[src/rtl/arb_pkg.sv]
// Shared types and helpers for the N-channel round-robin stream arbiter.
package arb_pkg;

  typedef enum logic [1:0] {
    IDLE  = 2'd0,
    GRANT = 2'd1,
    FLUSH = 2'd2
  } arb_state_e;

  // A channel whose mode equals this value is not requesting.
  localparam int unsigned MODE_OFF = 0;

  // Index width that stays at least one bit wide for tiny channel counts.
  function automatic int idx_w(input int n);
    return (n <= 2) ? 1 : $clog2(n);
  endfunction

endpackage

[src/rtl/rr_pick.sv]
// Combinational grant picker: first requester at or after ptr, wrapping.
// With ARB_FIXED_PRIO_EN defined the pointer is ignored and the lowest index wins.
module rr_pick #(
  parameter int NCH = 4,
  parameter int IW  = arb_pkg::idx_w(NCH)
) (
  input  logic [NCH-1:0] req,
  input  logic [IW-1:0]  ptr,
  output logic           valid,
  output logic [IW-1:0]  idx
);

`ifdef ARB_FIXED_PRIO_EN
  logic unused_ptr;
  assign unused_ptr = ^ptr;

  always_comb begin
    valid = |req;
    idx   = '0;
    for (int i = NCH - 1; i >= 0; i--) begin
      if (req[i]) idx = IW'(i);
    end
  end
`else
  always_comb begin
    logic found;
    valid = |req;
    idx   = '0;
    found = 1'b0;
    // Upper segment [ptr..NCH-1] first, then wrap to [0..ptr-1].
    for (int i = 0; i < NCH; i++) begin
      if (!found && req[i] && (i >= int'(ptr))) begin
        idx   = IW'(i);
        found = 1'b1;
      end
    end
    for (int i = 0; i < NCH; i++) begin
      if (!found && req[i]) begin
        idx   = IW'(i);
        found = 1'b1;
      end
    end
  end
`endif

endmodule

[src/rtl/arbiter_rr_n.sv]
// N-channel pixel-stream arbiter: round-robin grants, burst limit, FIFO backpressure, flush.
// Build with ARB_FIXED_PRIO_EN to switch the picker to fixed lowest-index priority.
module arbiter_rr_n
  import arb_pkg::*;
#(
  parameter  int NCH       = 4,
  parameter  int DW        = 32,
  parameter  int MW        = 2,
  parameter  int BURST_MAX = 16,
  localparam int IW        = idx_w(NCH)
) (
  input  logic              clk,
  input  logic              rst,
  input  logic [NCH*MW-1:0] slv_mode,
  input  logic [NCH*DW-1:0] slv_data,
  input  logic [NCH-1:0]    slv_data_valid,
  input  logic [NCH-1:0]    slv_proc_valid,
  output logic [NCH-1:0]    slv_ready,
  input  logic              fifo_full,
  input  logic              mstr_cmplt,
  output logic [MW-1:0]     slvx_mode,
  output logic [DW-1:0]     slvx_data,
  output logic              slvx_data_valid,
  output logic              slvx_proc_val,
  output logic [IW-1:0]     data_source
);

  arb_state_e    state_q, state_d;
  logic [IW-1:0] gnt_q, gnt_d;
  logic [IW-1:0] ptr_q, ptr_d;
  logic [7:0]    cnt_q, cnt_d;
  logic [MW-1:0] mode_q, mode_d;
  logic [DW-1:0] data_q, data_d;
  logic          dv_q, dv_d;
  logic          pv_q, pv_d;

  logic [NCH-1:0] req;
  logic [MW-1:0]  g_mode;
  logic [DW-1:0]  g_data;
  logic           g_dv, g_pv;
  logic           in_gnt, ready_on, beat, burst_done, rel;
  logic [7:0]     cnt_inc;
  logic [IW-1:0]  nxt_ptr, pick_ptr, pick_idx;
  logic           pick_vld;

  for (genvar i = 0; i < NCH; i++) begin : g_req
    assign req[i] = (slv_mode[i*MW +: MW] != MW'(MODE_OFF));
  end

  assign g_mode = slv_mode[int'(gnt_q)*MW +: MW];
  assign g_data = slv_data[int'(gnt_q)*DW +: DW];
  assign g_dv   = slv_data_valid[gnt_q];
  assign g_pv   = slv_proc_valid[gnt_q];

  assign in_gnt     = (state_q == GRANT);
  assign ready_on   = in_gnt && !fifo_full && !mstr_cmplt;
  assign slv_ready  = ready_on ? (NCH'(1) << gnt_q) : '0;
  assign beat       = ready_on && g_dv;
  assign cnt_inc    = cnt_q + 8'd1;
  assign burst_done = beat && (cnt_inc == 8'(BURST_MAX));
  assign rel        = in_gnt && ((g_mode == MW'(MODE_OFF)) || burst_done);

  // On release the search restarts just past the outgoing grantee, in the same cycle.
  assign nxt_ptr  = (gnt_q == IW'(NCH - 1)) ? '0 : gnt_q + 1'b1;
  assign pick_ptr = in_gnt ? nxt_ptr : ptr_q;

  rr_pick #(.NCH(NCH), .IW(IW)) u_pick (
    .req   (req),
    .ptr   (pick_ptr),
    .valid (pick_vld),
    .idx   (pick_idx)
  );

  always_ff @(posedge clk) begin
    if (rst) begin
      state_q <= IDLE;
      gnt_q   <= '0;
      ptr_q   <= '0;
      cnt_q   <= '0;
      mode_q  <= '0;
      data_q  <= '0;
      dv_q    <= 1'b0;
      pv_q    <= 1'b0;
    end else begin
      state_q <= state_d;
      gnt_q   <= gnt_d;
      ptr_q   <= ptr_d;
      cnt_q   <= cnt_d;
      mode_q  <= mode_d;
      data_q  <= data_d;
      dv_q    <= dv_d;
      pv_q    <= pv_d;
    end
  end

  always_comb begin
    state_d = state_q;
    gnt_d   = gnt_q;
    ptr_d   = ptr_q;
    cnt_d   = cnt_q;
    if (mstr_cmplt) begin
      state_d = FLUSH;
      gnt_d   = '0;
      ptr_d   = '0;
      cnt_d   = '0;
    end else begin
      case (state_q)
        IDLE: begin
          if (pick_vld) begin
            gnt_d   = pick_idx;
            state_d = GRANT;
          end
        end
        GRANT: begin
          if (beat) cnt_d = cnt_inc;
          if (rel) begin
            ptr_d = nxt_ptr;
            cnt_d = '0;
            if (pick_vld) gnt_d = pick_idx;
            else          state_d = IDLE;
          end
        end
        FLUSH:   state_d = IDLE;
        default: state_d = IDLE;
      endcase
    end
  end

  // Mode and proc-valid hold across empty cycles; data and valid clear.
  always_comb begin
    dv_d   = beat;
    data_d = beat ? g_data : '0;
    mode_d = beat ? g_mode : mode_q;
    pv_d   = beat ? g_pv   : pv_q;
    if (mstr_cmplt || (state_q == FLUSH)) begin
      dv_d   = 1'b0;
      data_d = '0;
      mode_d = '0;
      pv_d   = 1'b0;
    end
  end

  assign slvx_mode       = mode_q;
  assign slvx_data       = data_q;
  assign slvx_data_valid = dv_q;
  assign slvx_proc_val   = pv_q;
  assign data_source     = gnt_q;

endmodule

[config.mk]
export PLATFORM = sky130hd
export DESIGN_NAME = arbiter_rr_n
export DESIGN_NICKNAME = d
export VERILOG_FILES = /design/src/rtl/arb_pkg.sv /design/src/rtl/rr_pick.sv /design/src/rtl/arbiter_rr_n.sv
export SDC_FILE = /design/constraint.sdc
export NUM_CORES = 1
export LEC_CHECK = 0
export ABC_AREA = 1
export CAP_MARGIN = 20
export CORE_MARGIN = 2
export CORE_UTILIZATION = 40
export DETAILED_ROUTE_END_ITERATION = 10
export PLACE_DENSITY = 0.86
export SLEW_MARGIN = 20
export SYNTH_ARGS = -nofsm -noshare
export SYNTH_HDL_FRONTEND = slang
export SYNTH_SLANG_ARGS = --single-unit
[constraint.sdc]
create_clock -name clk -period 4.9 [get_ports clk]
set_clock_uncertainty 0.2 [all_clocks]
set_input_delay 1.47 -clock clk [delete_from_list [all_inputs] [get_ports clk]]
set_output_delay 1.47 -clock clk [all_outputs]
set_load 0.005 [all_outputs]
==> results.py <==
metrics = {
    "clock_network": {
        "post-cts-setup-buffers": 0,
        "clockBufferDepth": 2,
        "cts_tree": "done",
        "cts.repair.resized": 0,
        "cts_hold_buf": 0,
        "path_clk_slew_ns": 0.09,
        "clock_latency_ns": 0.30,
        "cts.sinks": 50,
        "cts_buffers": 5,
        "htree_levels": 2,
        "cts_root_buf": "clkbuf_8",
    },
    "timing": {
        "finalSetupViolCount": 0,
        "tns_ns": 0,
        "final.period_utilization": 0.9346,
        "slew_violations": 0,
        "rsz0062_at_grt": "no",
        "fmax_mhz": 218.4,
        "fin_crit_ns": 4.579,
        "tightestPinTransition_ns": 0.7450,
        "timing.hold.ws_ns": 0.2824,
        "hold_viol_final": 0,
        "timing.slew.headroom": 0.5026,
    },
    "worst_setup_path": {
        "max_stage_delay_ns": 0.51,
        "crit_slowest_cell": "clkdlybuf4s50_1",
        "crit_path_end_kind": "output pin",
        "r2r_slack_ns": 2.03,
        "cp.arrival_ns": 2.91,
        "r2r_cells": 12,
        "path_class": "in2out",
        "critPathMostFrequentCell": "clkdlybuf4s50_1",
        "worst-path-buf-inv": 3,
        "required_ns": 3.23,
        "cpLargestDelayFamily": "buffers and inverters",
        "critPathLaunchType": "primary input",
        "path_cells": "clkdlybuf4s50_1 -> nor3_4 -> inv_1 -> nor2_1 -> clkdlybuf4s50_1",
        "cp.depth": 5,
        "crit_fanout": 4,
    },
    "place": {
        "io_buffer_count": 189,
        "hpwlAfterDp_um": 7901,
        "dpl_cell_area_um2": 4935,
        "gp_congestion": 0.8199,
    },
    "die": {
        "die_width_um": 91.08,
        "start_util": 0.4159,
        "die_h_um": 91.08,
        "design.die.area_um2": 8295,
        "coreArea_um2": 7292,
        "placementRows": 31,
        "boundaryPins": 190,
    },
    "yosys": {
        "synth_ff_type": "dfxtp_1",
        "synth_cells": 491,
        "syn-cell-area_um2": 3033,
        "async_flop_share": 0,
        "syn_area_per_cell_um2": 6.177,
        "synth_edf_count": 0,
        "syn_nets": 645,
        "ys_seq_elements": 50,
        "yosysWarnings": 0,
        "ys_seq_area_frac": 0.3300,
        "synth.distinct_cells": 27,
    },
    "drt": {
        "m1WireLength_um": 3902,
        "first_pass_iters": 5,
        "drc": 0,
        "vias": 3750,
        "detail-route-antenna-nets": 0,
        "met2_length_um": 5472,
        "wl_um": 10370,
        "drt_iter0_drc": 118,
        "routed_via_density": 4.921,
        "top_layer_used": "met4",
        "routedWlPerCell_um": 13.60,
        "met3WireLength_um": 872,
    },
    "run": {
        "cap_violations": 0,
    },
    "global_route": {
        "grt_antenna_before_repair": 0,
        "grt_max_degree": 46,
        "grt_pass1_vias": 3482,
        "track_usage": 0.2411,
        "gr-total-overflow": 0,
        "grt_pass1_wl_um": 16310,
    },
    "finish": {
        "final_area_um2": 5026,
        "regArea_um2": 1003,
        "multiInputGateArea_um2": 1784,
        "antenna_cells": 0,
        "fill_cells": 607,
        "nNetsFinal": 816,
        "drive_gt1_frac": 0.05732,
        "syn2layout_area_growth_pct": 65.72,
        "finalCoreUtilization": 0.6893,
    },
    "pwr": {
        "finalPower_uw": 902.9,
        "p_per_area_nw_per_um2": 179.7,
        "vdd_ir_drop_max_mv": 0.1047,
        "p_leak_uw": 0.001952,
    },
    "worst_hold_path": {
        "holdCritPathClass": "reg2reg",
        "hold_depth": 2,
    },
    "outcome": {
        "status": "completed",
    },
}
## flip-flops by register name, indices dropped and copies added (netlist names)
name             flops
slvx_data           32
cnt_q                8
data_source          2
ptr_q                2
slvx_mode            2
state_q              2
slvx_data_valid      1
slvx_proc_val        1
## stage by stage
step | cells | setup slack, ns
6_report | 762 | 0.3206
5_1_grt | 762 | 0.2561
4_1_cts | 762 | 0.3161
3_5_place_dp | 754 | 0.3184
3_3_place_gp | 754 | 0.3727
2_1_floorplan | 491 | 1.384
## cells by family (layout without fill, tap and decap cells)
| family | Yosys count | in the layout | share of synthesized area |
|---|---|---|---|
| xor gates and xnor gates | 1 | 1 | 0.002888 |
| buffers and inverters | 57 | 229 | 0.08168 |
| DFF | 50 | 50 | 0.3300 |
| adders and majority gates | 6 | 6 | 0.02475 |
| and+or+nand+nor | 255 | 255 | 0.3564 |
| AOI/OAI and AO/OA | 122 | 122 | 0.2042 |
## cell type report
class,instances,area share
repair buffers,192,0.3809
multi-input cells,384,0.3550
flip-flops and latches,50,0.1997
well taps,99,0.02465
inverters,29,0.02166
clock buffers,7,0.01718
clock inverters,1,0.0009958
## per-layer routing
layer | GRT usage | vias up
met5 | 0 | -
met4 | 0.05808 | 0
met3 | 0.06473 | 8
met2 | 0.4586 | 148
met1 | 0.2631 | 1669
li1 | - | 1925
## layout by cell type (no fill, tap or decap), types with 7 or more instances in the layout
cell type        instances
clkdlybuf4s50_1        189
nor2_1                 165
o21ai_0                 74
dfxtp_1                 48
nand2_1                 47
a21oi_1                 40
inv_1                   23
nand3_1                 18
nand2_2                  7
## cells in the mapped netlist (2+ instances only)
cell type  instances  share of area
nand4_1            5          0.010
buf_2             12          0.020
nand2_2            7          0.014
inv_2              6         0.0074
a21oi_1           40          0.066
nand3_2            3         0.0099
nor2_1           165           0.20
nor2_4             3          0.011
nor2_2             3         0.0062
o21ai_0           74           0.12
inv_1             23          0.028
o21ai_1            5         0.0082
a21oi_2            2         0.0058
dfxtp_1           50           0.33
nand3_1           18          0.030
nand2_1           47          0.058
buf_4              3         0.0074
buf_1              6         0.0074
ha_1               6          0.025
clkbuf_1           6         0.0074
## path summary, 6_finish.rpt
check                 startpoint             end
hold / removal          ptr_q[1]        ptr_q[1]
hold reg to reg         ptr_q[1]        ptr_q[1]
setup / recovery      mstr_cmplt    slv_ready[1]
setup reg to reg  data_source[0]  data_source[0]
## where the power goes
part / switching [uW] / internal (uW)
logic: 94.2 / 142
clock network: 136 / 114
registers: 6.94 / 410
total: 237 / 666
## worst reg2reg max path: cells and delay by family, from the launching register on
kind	cells	cell delay, ns
fa+ha+maj	1	0.44
simple gates	10	0.94
flops	1	0.74
buf+inv	1	0.44
Power figures use the tool's default switching activity.
